## src/rtl/pay_dispense.sv

```systemverilog
// pay_dispense: payment and dispense controller for the vending machine.
// It latches a selection from the commodity selector and collects coins until
// the latched price is covered. It then pulses dispense for one cycle and pays
// back change, one greedy coin per cycle. A cancel refunds everything paid.
//
// Ports:
//   clk, rst             clock; asynchronous active-low reset
//   goods_price/num      selection from the selector (num 0 = no selection)
//   coin_valid/sel       inserted coin (00=1, 01=2, 10=5, 11=10)
//   cancel               abort the purchase and refund
//   paid                 running amount inserted
//   busy                 high when not IDLE
//   coin_reject          one-cycle pulse, the cycle after a refused coin
//   dispense/_num        one-cycle release strobe with latched item number
//   change_valid/sel     one change coin per cycle
//
// state    | meaning
// IDLE     | waiting for a selection; coins refused
// PAY      | collecting coins toward the latched price
// DISPENSE | one-cycle item release; remaining change computed
// CHANGE   | paying back remaining, largest coin first
module pay_dispense #(
  parameter int PRICE_W = 8,
  parameter int NUM_W   = 4
) (
  input  logic               clk,
  input  logic               rst,
  input  logic [PRICE_W-1:0] goods_price,
  input  logic [NUM_W-1:0]   goods_num,
  input  logic               coin_valid,
  input  logic [1:0]         coin_sel,
  input  logic               cancel,
  output logic [PRICE_W-1:0] paid,
  output logic               busy,
  output logic               coin_reject,
  output logic               dispense,
  output logic [NUM_W-1:0]   dispense_num,
  output logic               change_valid,
  output logic [1:0]         change_sel
);

  typedef enum logic [1:0] {IDLE, PAY, DISPENSE, CHANGE} state_t;

  localparam logic [PRICE_W-1:0] V1  = PRICE_W'(1);
  localparam logic [PRICE_W-1:0] V2  = PRICE_W'(2);
  localparam logic [PRICE_W-1:0] V5  = PRICE_W'(5);
  localparam logic [PRICE_W-1:0] V10 = PRICE_W'(10);

  function automatic logic [PRICE_W-1:0] coin_value(input logic [1:0] sel);
    case (sel)
      2'b00:   coin_value = V1;
      2'b01:   coin_value = V2;
      2'b10:   coin_value = V5;
      default: coin_value = V10;
    endcase
  endfunction

  function automatic logic [1:0] greedy_sel(input logic [PRICE_W-1:0] amt);
    if (amt >= V10)     greedy_sel = 2'b11;
    else if (amt >= V5) greedy_sel = 2'b10;
    else if (amt >= V2) greedy_sel = 2'b01;
    else                greedy_sel = 2'b00;
  endfunction

  state_t             state_q, state_d;
  logic [PRICE_W-1:0] price_q, price_d;
  logic [NUM_W-1:0]   num_q, num_d;
  logic [PRICE_W-1:0] paid_q, paid_d;
  logic [PRICE_W-1:0] remain_q, remain_d;
  logic               busy_q, busy_d;
  logic               coin_reject_q, coin_reject_d;
  logic               dispense_q, dispense_d;
  logic [NUM_W-1:0]   dispense_num_q, dispense_num_d;
  logic               change_valid_q, change_valid_d;
  logic [1:0]         change_sel_q, change_sel_d;

  logic [PRICE_W:0]   sum;
  logic               coin_ok;
  logic [PRICE_W-1:0] refund;
  logic               issue_en;
  logic [PRICE_W-1:0] issue_amt;
  logic [1:0]         issue_sel;

  // Extra carry bit detects a coin that would overflow paid.
  assign sum     = {1'b0, paid_q} + {1'b0, coin_value(coin_sel)};
  assign coin_ok = coin_valid && (state_q == PAY) && !sum[PRICE_W];

  always_comb begin
    state_d        = state_q;
    price_d        = price_q;
    num_d          = num_q;
    paid_d         = paid_q;
    remain_d       = remain_q;
    coin_reject_d  = coin_valid && !coin_ok;
    dispense_d     = 1'b0;
    dispense_num_d = '0;
    change_valid_d = 1'b0;
    change_sel_d   = 2'b00;
    refund         = '0;
    issue_en       = 1'b0;
    issue_amt      = '0;
    issue_sel      = 2'b00;

    case (state_q)
      IDLE: begin
        if (goods_num != '0 && goods_price != '0) begin
          price_d = goods_price;
          num_d   = goods_num;
          paid_d  = '0;
          state_d = PAY;
        end
      end
      PAY: begin
        if (coin_ok) paid_d = sum[PRICE_W-1:0];
        if (cancel) begin
          refund = paid_d;
          if (refund == '0) begin
            state_d = IDLE;
          end else begin
            state_d   = CHANGE;
            issue_en  = 1'b1;
            issue_amt = refund;
          end
        end else if (paid_d >= price_q) begin
          state_d        = DISPENSE;
          dispense_d     = 1'b1;
          dispense_num_d = num_q;
        end
      end
      DISPENSE: begin
        refund = paid_q - price_q;
        if (refund == '0) begin
          state_d = IDLE;
        end else begin
          state_d   = CHANGE;
          issue_en  = 1'b1;
          issue_amt = refund;
        end
      end
      default: begin
        // remain_q already excludes the coin shown this cycle.
        if (remain_q != '0) begin
          issue_en  = 1'b1;
          issue_amt = remain_q;
        end else begin
          state_d = IDLE;
          paid_d  = '0;
        end
      end
    endcase

    // Change outputs are registered, so the coin for the amount entering
    // (or staying in) CHANGE is chosen here and remain holds what is left.
    if (issue_en) begin
      issue_sel      = greedy_sel(issue_amt);
      change_valid_d = 1'b1;
      change_sel_d   = issue_sel;
      remain_d       = issue_amt - coin_value(issue_sel);
    end

    busy_d = (state_d != IDLE);
  end

  always_ff @(posedge clk or negedge rst) begin
    if (!rst) begin
      state_q        <= IDLE;
      price_q        <= '0;
      num_q          <= '0;
      paid_q         <= '0;
      remain_q       <= '0;
      busy_q         <= 1'b0;
      coin_reject_q  <= 1'b0;
      dispense_q     <= 1'b0;
      dispense_num_q <= '0;
      change_valid_q <= 1'b0;
      change_sel_q   <= 2'b00;
    end else begin
      state_q        <= state_d;
      price_q        <= price_d;
      num_q          <= num_d;
      paid_q         <= paid_d;
      remain_q       <= remain_d;
      busy_q         <= busy_d;
      coin_reject_q  <= coin_reject_d;
      dispense_q     <= dispense_d;
      dispense_num_q <= dispense_num_d;
      change_valid_q <= change_valid_d;
      change_sel_q   <= change_sel_d;
    end
  end

  assign paid         = paid_q;
  assign busy         = busy_q;
  assign coin_reject  = coin_reject_q;
  assign dispense     = dispense_q;
  assign dispense_num = dispense_num_q;
  assign change_valid = change_valid_q;
  assign change_sel   = change_sel_q;

endmodule

```

## config.mk

```make
export PLATFORM = sky130hd
export DESIGN_NAME = pay_dispense
export DESIGN_NICKNAME = d
export VERILOG_FILES = /design/src/rtl/pay_dispense.sv
export SDC_FILE = /design/constraint.sdc
export NUM_CORES = 1
export LEC_CHECK = 0
export ABC_CLOCK_PERIOD_IN_PS = 5000
export BUFFER_PORTS_ARGS = -buffer_cell sky130_fd_sc_hd__buf_2
export CORE_ASPECT_RATIO = 1.25
export CORE_MARGIN = 2
export CORE_UTILIZATION = 59
export DETAILED_ROUTE_END_ITERATION = 16
export GPL_ROUTABILITY_DRIVEN = 0
export PLACE_DENSITY = 0.78
export SYNTH_ARGS = -nofsm -noshare
export SYNTH_HDL_FRONTEND = slang
export SYNTH_SLANG_ARGS = --single-unit
```

## constraint.sdc

```tcl
create_clock -name clk -period 5 [get_ports clk]
set_input_delay 1 -clock clk [delete_from_list [all_inputs] [get_ports clk]]
set_output_delay 1 -clock clk [all_outputs]
set_load 0.03 [all_outputs]
```

# Word-level counts from Yosys, hierarchy flattened
# Cells that the tools add are included.
[word_totals]
register_bits = 40
latch_bits = 0
ram_bits = 0
romBits = 0
inputBits = 18
out_inout_bits = 18
mem_count = 0
[op_classes]
add_sub_neg = 3
mul = 0
n_div = 0
order_cmp = 4
eq_ne = 8
shift = 0
mux = 37
bitwise = 1
n_reduce_logical = 17
[op_table]
columns = ["operator", "n"]
rows = [
  ["8-bit two-way mux", 9],
  ["8-bit one-hot mux with 3 select lines", 2],
  ["4-bit one-hot mux with 3 select lines", 2],
  ["2-bit two-way mux", 10],
  ["8-bit zero test", 2],
  ["8-bit nonzero test", 2],
  ["8-bit subtractor", 2],
  ["4-bit two-way mux", 3],
  ["8-bit by 8-bit adder with 9-bit output", 1],
  ["1-bit two-way mux", 9],
  ["8-bit by 2-bit >= comparator with 1-bit output (second input constant)", 1],
  ["8-bit by 3-bit >= comparator with 1-bit output (second input constant)", 1],
  ["8-bit by 4-bit >= comparator with 1-bit output (second input constant)", 1],
  ["8-bit >= comparator", 1],
  ["2-bit by 1-bit equality test with 1-bit output (second input constant)", 3],
  ["2-bit equality test (second input constant)", 3],
  ["2-bit zero test", 3],
  ["2-bit one-hot mux with 3 select lines", 1],
  ["1-bit logical AND", 4],
  ["4-bit nonzero test", 1],
  ["3-bit by 2-bit inequality test with 1-bit output (second input constant)", 1],
  ["1-bit one-hot mux with 3 select lines", 1],
  ["3-bit AND reduction", 1],
  ["1-bit zero test", 2],
  ["4 further kinds", 4],
]

# Longest topological paths before layout
# Gate-level depths: netlist (run 1).
[logic_depth]
ltp_word = 20
depth_mapped = 19
ltp_nobuf = 18

# Least setup slack after synthesis (run 1)
# OpenSTA, ideal clock, no wires.
[synth_timing]
path_type = "input port to flip-flop"
start = "input port coin_sel[0]"
end = "register remain_q[6]"
setup_ns = 0.125
arrival_ns = 4.310
slack_ns = 0.565
cell_stages = 16
n_path_buf = 1
path_cell_list = "inv_1 -> ha_1 -> fa_1 -> nand3_1 -> a21bo_1 -> buf_6 -> nand3_1 -> a31oi_2 -> inv_1 -> or4_4 -> a2111oi_4 -> fa_1 -> nand2_1 -> a311oi_1 -> xor2_1 -> mux2_2"
[synth_via]
elab_chain_cells = 20
elab_cells_between_ends = 29
classes_between = "2 x add/sub; 3 x order compare; 4 x eq/ne; 15 x mux; 5 x reduce/logical"
[synth_lines]
columns = ["item", "line_no", "source"]
rows = [
  ["start: declaration", "31", "input logic [1:0] coin_sel,"],
  ["2-bit equality test (tied with other cells)", "50", "case (sel)"],
  ["4-bit one-hot mux with 3 select lines (*)", "50", ""],
  ["8-bit by 8-bit adder with 9-bit output (*)", "85", "assign sum = {1'b0, paid_q} + {1'b0, coin_value(coin_sel)};"],
  ["1-bit zero test", "86", "assign coin_ok = coin_valid && (state_q == PAY) && !sum[PRICE_W];"],
  ["1-bit logical AND", "86", ""],
  ["8-bit two-way mux (*)", "114", "if (coin_ok) paid_d = sum[PRICE_W-1:0];"],
  ["8-bit two-way mux (*)", "104", "case (state_q)"],
  ["8-bit zero test", "117", "if (refund == '0) begin"],
  ["(+4 left out)", "-", ""],
  ["1-bit two-way mux", "61", "else if (amt >= V2) greedy_sel = 2'b01;"],
  ["2-bit two-way mux", "60", "else if (amt >= V5) greedy_sel = 2'b10;"],
  ["2-bit two-way mux", "59", "if (amt >= V10) greedy_sel = 2'b11;"],
  ["2-bit two-way mux", "154", "if (issue_en) begin"],
  ["2-bit equality test (tied with other cells)", "50", ""],
  ["4-bit one-hot mux with 3 select lines", "50", ""],
  ["8-bit two-way mux", "154", ""],
  ["8-bit subtractor", "158", "remain_d = issue_amt - coin_value(issue_sel);"],
  ["end signal: assignment", "182", "remain_q <= remain_d;"],
  ["end: declaration", "69", "logic [PRICE_W-1:0] remain_q, remain_d;"],
]
# Mark *: on every way between the ends. The rest lies on a longest branch, timed or not. The select of a mux whose other input is x is not followed.
# A chain may end at the register's enable or synchronous reset.

# Worst setup path in the final report (run 1)
# Same ends and word-level chain as after synthesis.

==> results of run 1 <==
-- Yosys cell counts, types with 3 or more instances --
master / n
and2_1: 10
nand3b_1: 3
fa_1: 3
nor4_1: 6
clkbuf_1: 3
dfrtp_1: 40
o211ai_1: 4
a21oi_1: 19
nand2b_1: 4
o21bai_1: 3
xnor2_1: 7
nand3_1: 8
buf_4: 3
nand4_1: 4
inv_1: 25
a22o_1: 6
a31oi_1: 3
nor2b_1: 3
a211oi_1: 5
or3_1: 3
xor2_1: 7
nor2_1: 18
o21ai_1: 4
o21ai_0: 18
mux2_2: 12
or2_2: 3
nand2_1: 31
ha_1: 21
a21o_1: 10
-- registers in the layout (all words and copies together) (netlist names), 2 cells and up --
name and cells:
remain_q 8, num_q 4, paid 8, dispense_num 4, change_sel 2, price_q 8, state_q 2
-- final cells by class --
type / instances / share of cell area
Multi-Input combinational cell: 263 / 0.563
Sequential cell: 40 / 0.292
Timing Repair Buffer: 40 / 0.0620
Inverter: 25 / 0.0273
Tap cell: 62 / 0.0226
Clock buffer: 5 / 0.0201
Clock inverter: 3 / 0.0135
-- per-stage QoR --
| stage | hold WS [ns] | cells | cell area [um^2] | setup WS, ns |
|---|---|---|---|---|
| 3_5_place_dp | 0.463 | 430 | 3320 | 0.0522 |
| 6_report | 0.482 | 438 | 3430 | 0.366 |
| 4_1_cts | 0.483 | 438 | 3430 | 0.377 |
| 5_1_grt | 0.506 | 438 | 3430 | 0.104 |
| 3_3_place_gp | 0.453 | 430 | 3320 | 0.263 |
| 2_1_floorplan | 0.449 | 337 | 3090 | 0.565 |
-- cells by family (layout without fill, tap and decap cells) --
logic type / Yosys count / in the layout
buf+inv: 34 / 73
compound gates: 98 / 98
xor+xnor: 14 / 14
simple gates: 113 / 113
mux: 14 / 14
fa+ha+maj: 24 / 24
flops: 40 / 40
-- final timing paths --
kind | slack (ns) | depth (start not counted) | endpoint | startpoint
worst max-delay path | 0.37 | 16 | remain_q[6]$_DFFE_PN0N_ | coin_sel[0]
worst min register to register | 0.48 | 1 | dispense_num[0]$_DFF_PN0_ | num_q[0]$_DFFE_PN0P_
worst max register to register | 0.66 | 15 | remain_q[6]$_DFFE_PN0N_ | paid[0]$_DFFE_PN0P_
worst min-delay path | 0.48 | 1 | dispense_num[0]$_DFF_PN0_ | num_q[0]$_DFFE_PN0P_
max in group asynchronous | 3.63 | 1 | remain_q[4]$_DFFE_PN0N_ | rst
min in group asynchronous | 0.81 | 1 | change_sel[1]$_DFF_PN0_ | rst
-- layer usage --
metal	wire length [um]	vias to the layer above	share of wire	global-route usage
li1	-	1308	-	-
met1	3230	1289	0.42	0.359
met2	3800	114	0.49	0.480
met3	445	24	0.058	0.0424
met4	265	0	0.034	0.116
met5	0	-	0	0
-- layout by cell type (no fill, tap or decap), types with 2 or more instances in the layout --
master,netlist,final
nand2_1,31,31
nor2b_1,3,3
nor2_2,2,2
nand4_1,4,4
ha_1,21,21
o21ai_1,4,4
nor2_1,18,18
nand2b_1,4,4
mux2_2,12,12
fa_1,3,3
buf_2,0,35
mux2i_1,2,2
or2_2,3,3
o21bai_1,3,3
and3_1,2,2
a21oi_2,2,2
dfrtp_1,40,40
buf_4,3,5
xor2_1,7,7
nand4b_1,2,2
xnor2_1,7,7
o21ai_0,18,18
a22o_1,6,6
nand3_1,8,8
o31a_1,2,2
nor4b_1,2,2
o211ai_1,4,4
nor4_1,6,6
a31oi_1,3,3
nand3b_1,3,3
and2_1,10,10
inv_1,25,25
or4b_2,2,2
a211oi_1,5,5
or3_1,3,3
a21oi_1,19,19
a311oi_1,2,2
and3b_1,2,2
clkbuf_8,1,5
a21o_1,10,10
==> key figures, run 1 <==
Drt
  • DR WL/cell: 17.7 um
  • DRC: 0
  • DRT Wirelength: 7.74 mm
  • DRT Pass-1 Iters: 5
  • Vias per inst: 6.24
  • Vias: 2735
  • Routed Antenna Nets: 0
  • Initial DRC Count: 247

Worst setup path
  • Crit Path Max Fanout: 8
  • Cell family with most CP delay: compound AO/OA/AOI/OAI gates
  • Crit Path Category: input pin to flop
  • Critical path buffers and inverters: 3
  • Slowest stage cell, crit path: or4_4
  • Required @ worst endpoint: 5.20 ns
  • Critical Path Start Type: input pin
  • Crit path cell chain: buf_2 -> inv_1 -> ha_1 -> fa_1 -> nand3_1 -> a21bo_1 -> nand3_1 -> a31oi_2 -> inv_1 -> or4_4 -> a2111oi_4 -> fa_1 -> nand2_1 -> a311oi_1 -> xor2_1 -> mux2_2
  • CP arrival: 4.83 ns
  • Crit-path max cell delay: 0.51 ns
  • CP Capture Type: flop

Layout
  • Filler instances: 419
  • Layout cells sized above 1: 0.207
  • Nets: 417
  • Area added between synthesis and finish: 11.1%
  • Multi-input logic area: 0.00193 mm^2
  • FF/Latch Area: 0.00100 mm^2
  • Antenna diode count: 0
  • Final Util: 0.676

Clock tree
  • Setup bufs post-CTS: 0
  • Post-CTS Resized: 0
  • Worst-path clk slew: 0.09 ns
  • H-tree levels: 2
  • CTS tree: done
  • Clk sinks: 40
  • Root cell of the clock tree: clkbuf_8
  • Post-CTS Hold Fix Bufs: 0
  • CTS buffer count: 5
  • Clock Latency Late Sink: 0.30 ns
  • Clk buf depth: 2

Synth
  • Largest family of logic cells by synthesized area: compound AO/OA/AOI/OAI gates
  • Average size of a mapped cell: 9.17 um^2
  • Post-Synth Adder-Cell Area: 0.104
  • Mux cell area share after synthesis: 0.0502
  • Compound-gate portion of the synthesized area: 0.231
  • Register area share after synthesis: 0.324
  • Post-synth top area cell: dfrtp_1
  • Net count after synthesis: 379
  • Seq cells post-synth: 40
  • Ys async rst share: 1.00
  • EDFF count, synth: 0
  • Primary FF master, synth: dfrtp_1
  • Count of cell types in the netlist: 70
  • Post-synthesis cell area: 0.00309 mm^2
  • Yosys warns: 0
  • Simple logic cell fraction of the synthesized area: 0.200
  • Top post-synthesis cells by area: dfrtp_1 32%, ha_1 8.5%, mux2_2 4.4%
  • Gate Count Post-Synth: 337
  • Share of the synthesized area in the top cell type: 0.324
  • Post-Synth XOR/XNOR Area: 0.0397

Timing
  • Normalized max-slew margin: 0.407
  • Post-route setup TNS: 0 ns
  • Max Clock Freq: 0.216 GHz
  • Period utilisation layout: 0.927
  • Fin Clk Skew: 0.00772 ns
  • Final setup viols: 0
  • Fin crit period: 4.63 ns
  • RSZ-0062 raised after global routing: false
  • Fin. max-slew vios: 0
  • Worst slew pin tran: 0.889 ns
  • Final hold vios: 0

Die
  • FP Rows: 29
  • Initial core utilization: 0.608
  • Die area: 0.00584 mm^2
  • Io pins: 36
  • Die X: 68.7 um
  • Core Region: 0.00508 mm^2
  • Chip height: 84.9 um

GRT
  • Global route total overflow: 0
  • Vias in the first global route: 2734
  • Largest net degree at the start of global routing: 41
  • Initial antenna violation count: 0
  • Global-route wire length before repair: 12.8 mm
  • Gr usage total: 0.286

Placement
  • Dpl hpwl: 5.85 mm
  • IO buf count: 35

Outcome
  • Status: finished clean

Job
  • Max-Cap Viols: 0

Worst hold path
  • HP Class: flop to flop
Power of run 1 is left out: the tool's default activity adds up to more than one toggle a clock period on the data nets, which glitch-free logic cannot reach.
==> run 2, diff against run 1 <==
- SETUP_SLACK_MARGIN: unset -> 0.4
==> run 2 against run 1 <==
  * Highest routed layer unchanged
  * First-iteration DRC count fell by 19%
  * Maximum frequency rose by 6.1%
  * Die area did not move
  * Final cell count rose by 0.23%
  * Critical path type unchanged
  * Critical path depth fell by 1
  * Flip-flop and latch count did not move
  * Global-route usage did not move
  * Cell area rose by 0.77%
  * Via count rose by 0.69%
  * Clock skew barely moved
  * Clock-buffer cell count did not move
  * Utilization rose by 0.52 points
==> key figures, run 2 (same netlist as run 1, synthesis figures left out) <==
Outcome
  • Status: finished clean (unchanged)

Clock tree
  • Clock Latency Late Sink: 0.30 ns (about the same)
  • Root cell of the clock tree: clkbuf_8 (unchanged)
  • CTS tree: done (unchanged)
  • Clk sinks: 40 (unchanged)
  • Clk buf depth: 2 (unchanged)
  • Post-CTS Hold Fix Bufs: 0 (unchanged)
  • Worst-path clk slew: 0.09 ns (about the same)
  • H-tree levels: 2 (unchanged)
  • CTS buffer count: 5 (unchanged)

Timing
  • Fin Clk Skew: 0.00800 ns (was 0.00772 ns)
  • Final setup viols: 0 (unchanged)
  • Final hold vios: 0 (unchanged)
  • Max Clock Freq: 0.229 GHz (was 0.216 GHz)
  • Normalized max-slew margin: 0.406 (was 0.407)
  • Period utilisation layout: 0.873 (was 0.927)
  • Fin. max-slew vios: 0 (unchanged)
  • Fin crit period: 4.37 ns (was 4.63 ns)
  • RSZ-0062 raised after global routing: false (unchanged)
  • Worst slew pin tran: 0.891 ns (was 0.889 ns)
  • Post-route setup TNS: 0 ns (unchanged)

Layout
  • Final Util: 0.681 (was 0.676)
  • Final Instance Area: 0.00346 mm^2 (was 0.00343 mm^2)
  • Finished Layout Cells: 439 (was 438)
  • Most frequent cells in the layout: 40 x dfrtp_1, 35 x buf_2, 31 x nand2_1 (unchanged)
  • Leading cell type in the layout, fill and taps excluded: dfrtp_1 (unchanged)
  • Antenna diode count: 0 (unchanged)
  • Area added between synthesis and finish: 11.9% (was 11.1%)
  • Layout cells sized above 1: 0.220 (was 0.207)
  • Nets: 418 (was 417)

Drt
  • DRT Wirelength: 7.76 mm (was 7.74 mm)
  • DRC: 0 (unchanged)
  • Initial DRC Count: 201 (was 247)
  • Routed Antenna Nets: 0 (unchanged)
  • DR WL/cell: 17.7 um (about the same)
  • Vias: 2754 (was 2735)
  • Vias per inst: 6.27 (was 6.24)
  • DRT Pass-1 Iters: 5 (unchanged)

Die
  • Die X: 68.7 um (unchanged)
  • Io pins: 36 (unchanged)
  • Core Region: 0.00508 mm^2 (unchanged)
  • Chip height: 84.9 um (unchanged)
  • Initial core utilization: 0.608 (unchanged)
  • FP Rows: 29 (unchanged)
  • Die area: 0.00584 mm^2 (unchanged)

GRT
  • Largest net degree at the start of global routing: 41 (unchanged)
  • Vias in the first global route: 2734 (unchanged)
  • Initial antenna violation count: 0 (unchanged)
  • Global route total overflow: 0 (unchanged)
  • Global-route wire length before repair: 12.8 mm (unchanged)
  • Gr usage total: 0.286 (unchanged)

Placement
  • Dpl hpwl: 5.85 mm (unchanged)
  • Total placed cells including tap cells: 430 (unchanged)
  • IO buf count: 35 (unchanged)
  • Post-place instance area: 0.00332 mm^2 (unchanged)

Worst setup path
  • CP Capture Type: flop (unchanged)
  • Crit Path Category: input pin to flop (unchanged)
  • CP arrival: 4.56 ns (was 4.83 ns)
  • Crit Path Max Fanout: 8 (unchanged)
  • Critical Path Start Type: input pin (unchanged)
  • Required @ worst endpoint: 5.20 ns (about the same)

Worst hold path
  • HP Class: flop to flop (unchanged)

Job
  • Max-Cap Viols: 0 (unchanged)
==> run 2: changes by cell type in the layout (fill, tap and decap cells not counted) <==
cell	previous run	this run
and2_1	10	9
and2_2	0	1
a311oi_1	2	1
buf_4	5	6
a21bo_4	0	1
nand3_2	0	1
nand3_1	8	7
a21bo_1	1	0
a311oi_2	0	1
==> run 2: per-stage QoR <==
| step | hold slack, ns | setup slack (ns) |
|---|---|---|
| after floorplan | 0.449 | 0.565 |
| after global placement | 0.453 | 0.263 |
| after detailed placement | 0.463 | 0.0522 |
| after CTS | 0.483 | 0.422 |
| after global routing | 0.506 | 0.414 |
| final | 0.482 | 0.634 |
==> run 2: layer usage <==
layer / vias to the layer above / wire, um / GRT usage / part of all wire
li1: 1310 / - / - / -
met1: 1307 / 3280 / 0.359 / 0.42
met2: 115 / 3840 / 0.480 / 0.49
met3: 22 / 393 / 0.0424 / 0.051
met4: 0 / 250 / 0.116 / 0.032
met5: - / 0 / 0 / 0
==> run 2: timing repair <==
action                                  4_1_cts  5_1_grt
pin swaps                                     0        1
setup buffers                                 0        1
endpoints found under the setup margin        1        4
resized for setup                             1        4
==> run 2: worst paths after layout <==
kind	from	endpoint	slack, ns	cells past startpoint
max	coin_sel[0]	remain_q[6]$_DFFE_PN0N_	0.63	15
max reg2reg	paid[0]$_DFFE_PN0P_	remain_q[7]$_DFFE_PN0N_	0.72	17
min reg2reg	num_q[0]$_DFFE_PN0P_	dispense_num[0]$_DFF_PN0_	0.48	1
max in group asynchronous	rst	remain_q[4]$_DFFE_PN0N_	3.63	1
min in group asynchronous	rst	change_sel[1]$_DFF_PN0_	0.81	1
min	num_q[0]$_DFFE_PN0P_	dispense_num[0]$_DFF_PN0_	0.48	1
==> run 2: critical path, cell delays in order <==
cell       delay [ns]
buf_2            0.14
and2_1           0.17
ha_1             0.37
a21oi_2          0.27
a21bo_4          0.21
nand3_1          0.12
a31oi_2          0.20
inv_1            0.15
or4_4            0.51
a2111oi_4        0.37
fa_1             0.28
nand2_1          0.09
a311oi_2         0.29
xor2_1           0.10
mux2_2           0.27
==> run 2: cell type report <==
cell class                      count  area, um^2
Multi-Input combinational cell    263        1950
Fill cell                         416        1620
Sequential cell                    40        1000
Timing Repair Buffer               41         220
Inverter                           25        93.8
Tap cell                           62        77.6
Clock buffer                        5        68.8
Clock inverter                      3        46.3
Power of run 2 is left out for the same reason.
==> run 3, diff against run 2 <==
- RECOVER_POWER: unset -> 100
==> run 3 against run 2 <==
  * Sequential share of layout area rose by 0.38 points
  * Clock skew barely moved
  * Largest cell class unchanged
  * Maximum frequency fell by 3.1%
  * The run now ends with capacitance limit, slew limit left
  * Critical path type unchanged
  * First-iteration DRC count grew 11%
==> key figures, run 3 (same netlist as run 1, synthesis figures left out) <==
Timing
  • Final hold vios: 0 (unchanged)
  • Max Clock Freq: 0.222 GHz (was 0.229 GHz)
  • Fin crit period: 4.50 ns (was 4.37 ns)
  • Normalized max-slew margin: -0.419 (was 0.406)
  • Post-route setup TNS: 0 ns (unchanged)
  • Worst slew pin tran: 2.13 ns (was 0.891 ns)
  • Period utilisation layout: 0.901 (was 0.873)
  • Fin Clk Skew: 0.00787 ns (was 0.00800 ns)
  • Fin. max-slew vios: 41 (was 0)
  • RSZ-0062 raised after global routing: false (unchanged)
  • Worst Slack Setup Final: 0.496 ns (was 0.634 ns)
  • Final setup viols: 0 (unchanged)

GRT
  • Global route total overflow: 0 (unchanged)
  • Gr usage total: 0.286 (unchanged)
  • Vias in the first global route: 2734 (unchanged)
  • Largest net degree at the start of global routing: 41 (unchanged)
  • Initial antenna violation count: 0 (unchanged)
  • Global-route wire length before repair: 12.8 mm (unchanged)

Layout
  • Nets: 418 (unchanged)
  • Final Instance Area: 0.00341 mm^2 (was 0.00346 mm^2)
  • Layout cells sized above 1: 0.154 (was 0.220)
  • Leading cell type in the layout, fill and taps excluded: dfrtp_1 (unchanged)
  • Antenna diode count: 0 (unchanged)
  • Area added between synthesis and finish: 10.4% (was 11.9%)
  • Most frequent cells in the layout: 40 x dfrtp_1, 31 x nand2_1, 25 x inv_1 (was 40 x dfrtp_1, 35 x buf_2, 31 x nand2_1)
  • Final Util: 0.672 (was 0.681)

Worst hold path
  • HP Class: flop to flop (unchanged)

Worst setup path
  • Crit path cell chain: buf_2 -> inv_1 -> ha_1 -> fa_1 -> nand3_1 -> a21bo_1 -> nand3_1 -> a31oi_2 -> inv_1 -> or4_4 -> a2111oi_4 -> fa_1 -> nand2_1 -> a311oi_2 -> xor2_1 -> mux2_2 (was buf_2 -> and2_1 -> ha_1 -> a21oi_2 -> a21bo_4 -> nand3_1 -> a31oi_2 -> inv_1 -> or4_4 -> a2111oi_4 -> fa_1 -> nand2_1 -> a311oi_2 -> xor2_1 -> mux2_2)
  • Cell family with most CP delay: compound AO/OA/AOI/OAI gates (unchanged)
  • Slowest stage cell, crit path: or4_4 (unchanged)
  • CP arrival: 4.70 ns (was 4.56 ns)
  • Crit Path Max Fanout: 8 (unchanged)
  • Critical Path Start Type: input pin (unchanged)
  • Crit-path max cell delay: 0.51 ns (about the same)
  • CP Capture Type: flop (unchanged)
  • Crit Path Category: input pin to flop (unchanged)
  • Required @ worst endpoint: 5.20 ns (about the same)
  • Critical path buffers and inverters: 3 (was 2)

Die
  • Die area: 0.00584 mm^2 (unchanged)
  • Io pins: 36 (unchanged)
  • Chip height: 84.9 um (unchanged)
  • FP Rows: 29 (unchanged)
  • Die X: 68.7 um (unchanged)
  • Core Region: 0.00508 mm^2 (unchanged)
  • Initial core utilization: 0.608 (unchanged)

Drt
  • DRT Wirelength: 7.73 mm (was 7.76 mm)
  • Vias: 2741 (was 2754)
  • DRC: 0 (unchanged)
  • DR WL/cell: 17.6 um (was 17.7 um)
  • DRT Pass-1 Iters: 5 (unchanged)
  • Initial DRC Count: 224 (was 201)
  • Routed Antenna Nets: 0 (unchanged)
  • Vias per inst: 6.24 (was 6.27)

Placement
  • Pre-CTS WS: 0.0522 ns (unchanged)
  • Dpl hpwl: 5.85 mm (unchanged)
  • IO buf count: 35 (unchanged)
  • Post-place instance area: 0.00332 mm^2 (unchanged)

Outcome
  • Status: complete, but fails checks (was finished clean)
  • Failing checks: capacitance limit, slew limit

Clock tree
  • Worst-path clk slew: 0.09 ns (about the same)
  • H-tree levels: 2 (unchanged)
  • Root cell of the clock tree: clkbuf_8 (unchanged)
  • CTS buffer count: 5 (unchanged)
  • CTS tree: done (unchanged)
  • Clk buf depth: 2 (unchanged)
  • Clock Latency Late Sink: 0.30 ns (about the same)
  • Clk sinks: 40 (unchanged)

Job
  • Max-Cap Viols: 1 (was 0)
[run 3: what timing repair did]
item / in CTS / in global routing
setup endpoints to repair: 1 / 4
hold buffers: 0 / 0
gates resized for setup: 1 / 4
pin swaps: 0 / 1
setup buffers: 0 / 1
[run 3: per-layer routing]
layer,GRT usage,part of all wire,vias up
li1,-,-,1307
met1,0.359,0.42,1296
met5,0,0,-
met2,0.480,0.49,116
met3,0.0424,0.058,22
met4,0.116,0.033,0
[run 3: path summary, 6_finish.rpt]
check	startpoint	slack (ns)	end	cells after the start
setup / recovery	coin_sel[0]	0.50	remain_q[6]$_DFFE_PN0N_	16
hold / removal	num_q[0]$_DFFE_PN0P_	0.49	dispense_num[0]$_DFF_PN0_	1
max in group asynchronous	rst	2.48	remain_q[4]$_DFFE_PN0N_	1
setup reg to reg	paid[0]$_DFFE_PN0P_	0.70	remain_q[7]$_DFFE_PN0N_	17
min in group asynchronous	rst	1.30	change_sel[1]$_DFF_PN0_	1
hold reg to reg	num_q[0]$_DFFE_PN0P_	0.49	dispense_num[0]$_DFF_PN0_	1
[run 3: metrics by stage]
stage | hold WS, ns | instances
floorplan | 0.449 | 337
global placement | 0.453 | 430
detailed placement | 0.463 | 430
CTS | 0.483 | 438
global route | 0.516 | 439
finish | 0.486 | 439
[run 3: cell type report]
class,instances,area (um^2)
multi-input combinational,263,1930
clock buffer,5,68.8
timing repair buffer,41,191
inverter,25,93.8
clock inverter,3,46.3
tap,62,77.6
sequential,40,1000
fill,430,1670
Power of run 3 is left out for the same reason.
